<file path="config.mk">
export PLATFORM = sky130hd
export DESIGN_NAME = fm_carrier_nco
export DESIGN_NICKNAME = d
export VERILOG_FILES = /design/src/rtl/fm_carrier_nco.sv
export SDC_FILE = /design/constraint.sdc
export NUM_CORES = 1
export LEC_CHECK = 0
export CAP_MARGIN = 20
export CORE_MARGIN = 2
export CORE_UTILIZATION = 54
export CTS_BUF_LIST = sky130_fd_sc_hd__clkbuf_16
export CTS_CLUSTER_DIAMETER = 50
export DETAILED_ROUTE_END_ITERATION = 8
export GPL_TIMING_DRIVEN = 0
export PLACE_DENSITY = 0.76
export REMOVE_ABC_BUFFERS = 1
export SYNTH_ARGS = -nofsm -noshare
export SYNTH_HDL_FRONTEND = slang
export SYNTH_SLANG_ARGS = --single-unit
</file>
<file path="constraint.sdc">
create_clock -name clk -period 2.2 [get_ports clk]
set_input_delay 0.44 -clock clk [delete_from_list [all_inputs] [get_ports clk]]
set_output_delay 0.44 -clock clk [all_outputs]
set_load 0.02 [all_outputs]
</file>
<file path="src/rtl/fm_carrier_nco.sv">
// FM carrier NCO: a phase accumulator stepped by a carrier frequency word plus
// a scaled, signed modulation sample. The accumulator only runs once the PLL
// has been locked continuously for a settling interval. Loss of lock sends the
// block back to WAIT_LOCK and clears the accumulator and modulation path.
module fm_carrier_nco #(
  parameter int ACC_WIDTH     = 32,
  parameter int MOD_WIDTH     = 16,
  parameter int DEV_SHIFT     = 4,
  parameter logic [ACC_WIDTH-1:0] CARRIER_WORD = ACC_WIDTH'(32'hE38E38E4),
  parameter int SETTLE_CYCLES = 1024
) (
  input  logic                 clk,
  input  logic                 reset_n,
  input  logic                 pll_locked,
  input  logic [MOD_WIDTH-1:0] mod_data,
  input  logic                 mod_valid,
  output logic                 mod_ready,
  output logic                 rf_out,
  output logic                 wrap,
  output logic                 running
);

  localparam int CNT_W = (SETTLE_CYCLES > 1) ? $clog2(SETTLE_CYCLES) : 1;
  localparam logic [CNT_W-1:0] SETTLE_LOAD = CNT_W'(SETTLE_CYCLES - 1);

  typedef enum logic [1:0] {
    WAIT_LOCK = 2'd0,
    SETTLE    = 2'd1,
    RUN       = 2'd2
  } state_t;

  logic [1:0]           r_lock_sync;
  logic                 w_lock_s;
  state_t               r_state;
  state_t               w_state_next;
  logic [CNT_W-1:0]     r_settle_cnt;
  logic [CNT_W-1:0]     w_settle_cnt_next;
  logic                 r_settle_done;
  logic                 w_settle_done_next;
  logic                 w_run_active;
  logic [MOD_WIDTH-1:0] r_mod;
  logic [ACC_WIDTH-1:0] r_freq;
  logic [ACC_WIDTH-1:0] r_acc;
  logic                 r_wrap;
  logic [ACC_WIDTH-1:0] w_mod_ext;
  logic [ACC_WIDTH-1:0] w_mod_dev;
  logic [ACC_WIDTH:0]   w_sum;

  assign w_lock_s = r_lock_sync[1];

  // Two-flop synchronizer for the asynchronous PLL lock indicator.
  always_ff @(posedge clk or negedge reset_n) begin
    if (!reset_n) begin
      r_lock_sync <= 2'b00;
    end else begin
      r_lock_sync <= {r_lock_sync[0], pll_locked};
    end
  end

  // State, settle counter and settle-done flag registers.
  always_ff @(posedge clk or negedge reset_n) begin
    if (!reset_n) begin
      r_state       <= WAIT_LOCK;
      r_settle_cnt  <= '0;
      r_settle_done <= 1'b0;
    end else begin
      r_state       <= w_state_next;
      r_settle_cnt  <= w_settle_cnt_next;
      r_settle_done <= w_settle_done_next;
    end
  end

  // Next-state logic. Loss of lock overrides everything; SETTLE counts down
  // to zero, flags completion, and moves to RUN on the cycle after that.
  always_comb begin
    w_state_next       = r_state;
    w_settle_cnt_next  = r_settle_cnt;
    w_settle_done_next = 1'b0;
    if (!w_lock_s) begin
      w_state_next = WAIT_LOCK;
    end else begin
      case (r_state)
        WAIT_LOCK: begin
          w_state_next      = SETTLE;
          w_settle_cnt_next = SETTLE_LOAD;
        end
        SETTLE: begin
          if (r_settle_done) begin
            w_state_next = RUN;
          end else if (r_settle_cnt == '0) begin
            w_settle_done_next = 1'b1;
          end else begin
            w_settle_cnt_next = r_settle_cnt - CNT_W'(1);
          end
        end
        RUN: begin
          w_state_next = RUN;
        end
        default: begin
          w_state_next = WAIT_LOCK;
        end
      endcase
    end
  end

  // The datapath advances only while the block is in RUN and stays there;
  // the edge that leaves RUN, and every edge outside RUN, clears it.
  assign w_run_active = (r_state == RUN) && w_lock_s;
  assign w_mod_ext    = {{(ACC_WIDTH-MOD_WIDTH){r_mod[MOD_WIDTH-1]}}, r_mod};
  assign w_mod_dev    = w_mod_ext << DEV_SHIFT;
  assign w_sum        = {1'b0, r_acc} + {1'b0, r_freq};

  // Sample capture, frequency word, phase accumulator and carry pulse.
  always_ff @(posedge clk or negedge reset_n) begin
    if (!reset_n) begin
      r_mod  <= '0;
      r_freq <= CARRIER_WORD;
      r_acc  <= '0;
      r_wrap <= 1'b0;
    end else if (w_run_active) begin
      if (mod_valid) begin
        r_mod <= mod_data;
      end
      r_freq <= CARRIER_WORD + w_mod_dev;
      r_acc  <= w_sum[ACC_WIDTH-1:0];
      r_wrap <= w_sum[ACC_WIDTH];
    end else begin
      r_mod  <= '0;
      r_freq <= CARRIER_WORD;
      r_acc  <= '0;
      r_wrap <= 1'b0;
    end
  end

  assign mod_ready = (r_state == RUN);
  assign running   = mod_ready;
  assign rf_out    = r_acc[ACC_WIDTH-1];
  assign wrap      = r_wrap;

endmodule

</file>
**Yosys cells after proc, flatten, opt, wreduce, memory -nomap -nowiden**

Index checks and enable logic that the tools add are counted.

- Input port bits: 20
- Register bits: 96
- Word-level logic and storage cells: 37
- Output and inout bits: 4

- Mux-type cells: 15
- Equality and inequality tests: 6
- Add/subtract/negate cells: 3
- Reduce and logical (&&, ||, !) cells: 5

Operators by type and width:

| kind | number |
|---|---|
| 32-bit two-way mux | 2 |
| 32-bit by 32-bit adder with 33-bit output | 1 |
| 16-bit two-way mux | 2 |
| 30-bit by 20-bit adder with 31-bit output (first input constant) | 1 |
| 10-bit two-way mux | 2 |
| 10-bit case mux with 2 select lines | 1 |
| 10-bit zero test | 1 |
| 10-bit by 1-bit subtractor with 10-bit output (second input constant) | 1 |
| 2-bit != test (second input constant) | 3 |
| 2-bit case mux with 3 select lines | 1 |
| 1-bit two-way mux | 5 |
| 2-bit two-way mux | 2 |
| 4-bit AND reduction | 1 |
| 3-bit != test (second input constant) | 1 |
| 2-bit by 1-bit equality test with 1-bit output (second input constant) | 1 |
| 2-bit equality test (second input constant) | 1 |
| 2-bit zero test | 1 |
| 2-bit nonzero test | 1 |
| 1-bit logical AND | 1 |

**Depth between registers and ports, before layout**

- Depth in word-level cells: 5
- Gate-level depth with buffers: 9
- Mapped depth without buffers: 8

**Worst setup path before layout**

Ideal clock, no wire load.

- Path kind: register to register
- Start point: register r_freq[19]
- End point: register r_acc[31]
- Data required time: 2131 ps
- Arrival: 2183 ps
- Clock period less this slack: 2252 ps
- Cell stages (with the launch flop): 8
- Setup time: 69 ps
- Setup slack: -52 ps
- Cell sequence: dfstp_2 -> ha_1 -> a21o_1 -> a221oi_2 -> o311a_1 -> a21oi_2 -> or4_1 -> nand3_1

- Word-level cells in the longest chain between the ends: 2

RTL lines:

| what | line | source |
|---|---|---|
| from (decl) | 42 | `logic [ACC_WIDTH-1:0] r_freq;` |
| from (signal assigned) | 124 | `r_freq <= CARRIER_WORD + w_mod_dev;` |
| 32-bit by 32-bit adder with 33-bit output | 111 | `assign w_sum = {1'b0, r_acc} + {1'b0, r_freq};` |
| 32-bit two-way mux | 120 | `end else if (w_run_active) begin` |
| to (signal assigned) | 125 | `r_acc <= w_sum[ACC_WIDTH-1:0];` |
| to (decl) | 43 | `logic [ACC_WIDTH-1:0] r_acc;` |

Every way passes these cells.
A chain may end at the register's enable or synchronous reset.

**Worst setup path after layout**

- Start point: register r_freq[18]
- End point: register r_acc[26]

The elaborated chain is that of the path after synthesis.

==> impl_summary.txt <==
----------------------------------------------------
[Timing]
  Setup Total Neg Slack ... -0.289 ns
  Finish-stage setup viols ... 6
  Max Transition Viols Final ... 0
  Transition time at the pin with the least slew margin ... 0.886 ns
  Post-route fraction of the period consumed by the critical path ... 104%
  Total count of hold-check failures in the final report ... 0
  Worst clock skew ... 0.00690 ns
  Final critical-path required period ... 2.29 ns
  Worst hold margin ... 0.0579 ns
  Max transition margin ... 40.7%
  Worst path setup slack after routing ... -0.0937 ns
  Setup repair after global routing missed its margin ... true
  Highest clock rate ... 436 MHz

[Synthesis]
  Synth cell types ... 64
  Top cell type's share of synthesized area ... 39.4%
  Number of flops mapped to enable cells by yosys ... 0
  Mean area per synthesized cell ... 9.68 um2
  Commonest register cell after synthesis ... sky130_fd_sc_hd__dfrtp_1
  Count of warnings emitted by yosys ... 0
  Area leader, netlist ... sky130_fd_sc_hd__dfrtp_1
  Post-synthesis async set-or-reset flop share ... 100%
  Top area cells in the synthesized netlist ... sky130_fd_sc_hd__dfrtp_1, sky130_fd_sc_hd__ha_1, sky130_fd_sc_hd__dfstp_2, sky130_fd_sc_hd__mux2i_1, sky130_fd_sc_hd__nor2_1
  Total of flip-flops plus latches after synthesis ... 80
  Portion of the post-synthesis area used by sequential elements ... 44.6%
  Synth Instances ... 466
  Summed instance area of the synthesized netlist ... 4510 um2

[Status]
  Run status ... finished with violations
  Violated checks ... setup timing

[Place]
  Placement Setup Slack ... -0.274 ns
  DP HPWL ... 6410 um
  Post-Place Cell Area ... 4840 um2
  Placer's final routability congestion estimate ... 0.894
  Count of buffers from port buffering ... 23

[Setup path]
  Worst setup SP type ... flop
  Highest net fanout along the worst path ... 7
  Worst Path Arrival ... 2.54 ns
  Required time of the critical path ... 2.45 ns
  Class of the most critical setup path ... reg2reg
  Endpoint kind of the worst setup timing path ... flop

[Layout]
  Fraction of layout cells with a size suffix above 1 ... 21.9%
  Synth-to-layout area growth ... 27.5%
  Number of nets in the layout ... 551
  Layout Cell Area excl Fill ... 5750 um2
  FILL cells ... 581
  Antenna cells ... 0

[GRT]
  Initial antenna violation count ... 0
  GRT Util Overall ... 23.5%
  Pin count of the biggest net entering global routing ... 47
  Global-route wire length before repair ... 16,500 um
  Number of global-route vias before repair ... 3,461
  Overall overflow remaining after global route ... 0

[Worst hold path]
  Min-Delay Path Class ... in2async

[Power]
  Total power after layout ... 4.46 mW
  Worst voltage drop across the vdd grid ... 0.000609 V
  Total power divided by cell area ... 776 nW/um2
  Leakage Power ... 2.35 nW

[Drt]
  Remaining number of nets flagged by the antenna check after routing ... 0
  Number of DRC markers in iteration 0 ... 195
  WL per Instance ... 16.8 um
  Total number of vias ... 3,625
  Routed via count divided by cell count ... 5.88
  # DRC ... 0
  Total detailed-routing wirelength ... 10,400 um
  Number of iterations in the first detailed-routing pass ... 5

[Clock tree]
  H-tree level count ... 3
  Sink count of the clock tree ... 80
  Clk root buf ... sky130_fd_sc_hd__clkbuf_16
  Number of buffers inserted during clock tree synthesis ... 9
  Reg clk slew, reported paths ... 0.06 ns
  Clock tree from TritonCTS ... built
  CTS Hold Buffers Added ... 0
  Clock insertion delay at the later pin of the skew report ... 0.33 ns
  Number of buffers between clock root and the deepest sink ... 2

[Floorplan]
  # rows ... 33
  Top Ports ... 24
  Die area ... 9100 um2
  Core ar. ... 8180 um2
  Width of the die ... 95.4 um
  Starting Density ... 55.2%
  Chip Height ... 95.4 um

[Flow run]
  Count of max-cap constraint violations ... 0

----------------------------------------------------
[registers in the layout, summed over array words and instances, names as in the netlist]
name           flops
r_acc             30
r_freq            18
r_mod             16
r_settle_cnt      10
r_lock_sync        2
r_state            2
r_settle_done      1
wrap               1
[layer usage]
layer	wire, um	vias up	global-route usage [%]
li1	-	1753	-
met1	4450	1768	31.1
met2	5370	89	39.3
met3	399	15	3.48
met4	148	0	8.81
met5	0	-	0
[cells in the final DEF, fill, tap and decap left out, types with 5 or more instances in the layout]
cell type	netlist	final
sky130_fd_sc_hd__a211oi_1	5	5
sky130_fd_sc_hd__a21o_1	5	5
sky130_fd_sc_hd__a21oi_1	24	16
sky130_fd_sc_hd__a21oi_2	2	7
sky130_fd_sc_hd__a31oi_1	10	6
sky130_fd_sc_hd__and3_1	6	5
sky130_fd_sc_hd__buf_4	2	18
sky130_fd_sc_hd__clkbuf_16	0	9
sky130_fd_sc_hd__clkdlybuf4s50_1	0	20
sky130_fd_sc_hd__dfrtp_1	71	71
sky130_fd_sc_hd__dfstp_2	9	9
sky130_fd_sc_hd__ha_1	25	8
sky130_fd_sc_hd__ha_4	0	15
sky130_fd_sc_hd__inv_1	14	14
sky130_fd_sc_hd__mux2i_1	23	23
sky130_fd_sc_hd__nand2_1	36	34
sky130_fd_sc_hd__nand2b_1	8	8
sky130_fd_sc_hd__nand3_1	20	18
sky130_fd_sc_hd__nor2_1	58	57
sky130_fd_sc_hd__nor2b_1	7	7
sky130_fd_sc_hd__nor3_1	12	12
sky130_fd_sc_hd__o21ai_0	19	13
sky130_fd_sc_hd__o21ai_1	1	6
sky130_fd_sc_hd__or3_1	6	5
sky130_fd_sc_hd__xnor2_1	14	14
sky130_fd_sc_hd__xor2_1	12	12
[area by class of cell]
type | count | area [um2] | area share (%)
multi-input combinational | 356 | 2820 | 49.1
sequential | 80 | 2010 | 35.0
timing repair buffer | 45 | 434 | 7.55
clock buffer | 9 | 225 | 3.92
tap | 105 | 131 | 2.29
clock inverter | 7 | 68.8 | 1.20
inverter | 14 | 52.6 | 0.914
[report_power, final]
| group | switching [mW] | internal [mW] |
|---|---|---|
| clock network | 0.600 | 0.879 |
| registers | 0.101 | 1.58 |
| logic | 0.731 | 0.570 |
[metrics by stage]
| step | utilization (%) | std cells |
|---|---|---|
| CTS | 68.2 | 607 |
| global placement | 58.6 | 578 |
| global route | 70.3 | 616 |
| finish | 70.3 | 616 |
| detailed placement | 59.2 | 580 |
| floorplan | - | 450 |
[synthesized netlist by cell type (all sizes together), types with 8 or more instances]
library cell  number
dfrtp             71
nor2              58
nand2             37
a21oi             26
ha                25
mux2i             23
nand3             21
o21ai             21
inv               14
xnor2             14
nor3              12
xor2              12
a31oi             10
clkbuf             9
dfstp              9
nand2b             8
[critical path, cell delays in order, from the launching register on]
cell,delay [ns]
sky130_fd_sc_hd__dfstp_2,0.57
sky130_fd_sc_hd__ha_4,0.23
sky130_fd_sc_hd__and3_4,0.21
sky130_fd_sc_hd__a221o_1,0.37
sky130_fd_sc_hd__a31o_4,0.25
sky130_fd_sc_hd__a31oi_4,0.27
sky130_fd_sc_hd__a21oi_2,0.11
sky130_fd_sc_hd__nor3b_2,0.21
[logic make-up (layout without fill, tap and decap cells)]
| kind of cell | after synthesis | in the layout | share of synthesized area [%] |
|---|---|---|---|
| mux | 23 | 23 | 5.10 |
| compound gates | 97 | 97 | 15.1 |
| flops | 80 | 80 | 44.6 |
| fa+ha+maj | 25 | 25 | 6.93 |
| other cells | 1 | 1 | 0.0831 |
| simple gates | 184 | 184 | 20.3 |
| buf+inv | 30 | 75 | 2.88 |
| xor+xnor | 26 | 26 | 5.05 |
[final timing paths]
check / startpoint / endpoint / slack [ns] / cells past startpoint
min in group clk: r_lock_sync[0] / r_lock_sync[1] / 0.35 / 0
hold reg to reg: r_lock_sync[0] / r_lock_sync[1] / 0.35 / 0
max in group asynchronous: reset_n / r_freq[7] / 1.50 / 2
setup reg to reg: r_freq[18] / r_acc[26] / -0.09 / 7
hold / removal: reset_n / r_mod[7] / 0.06 / 1
setup / recovery: r_freq[18] / r_acc[26] / -0.09 / 7
[timing repair]
| action | CTS | global route |
|---|---|---|
| buffers inserted | 11 | 9 |
| endpoints found under the setup margin | 16 | 18 |
| resized for setup | 57 | 25 |
| pin swaps | 22 | 17 |
Note: power is estimated with default switching activity, not from simulation.
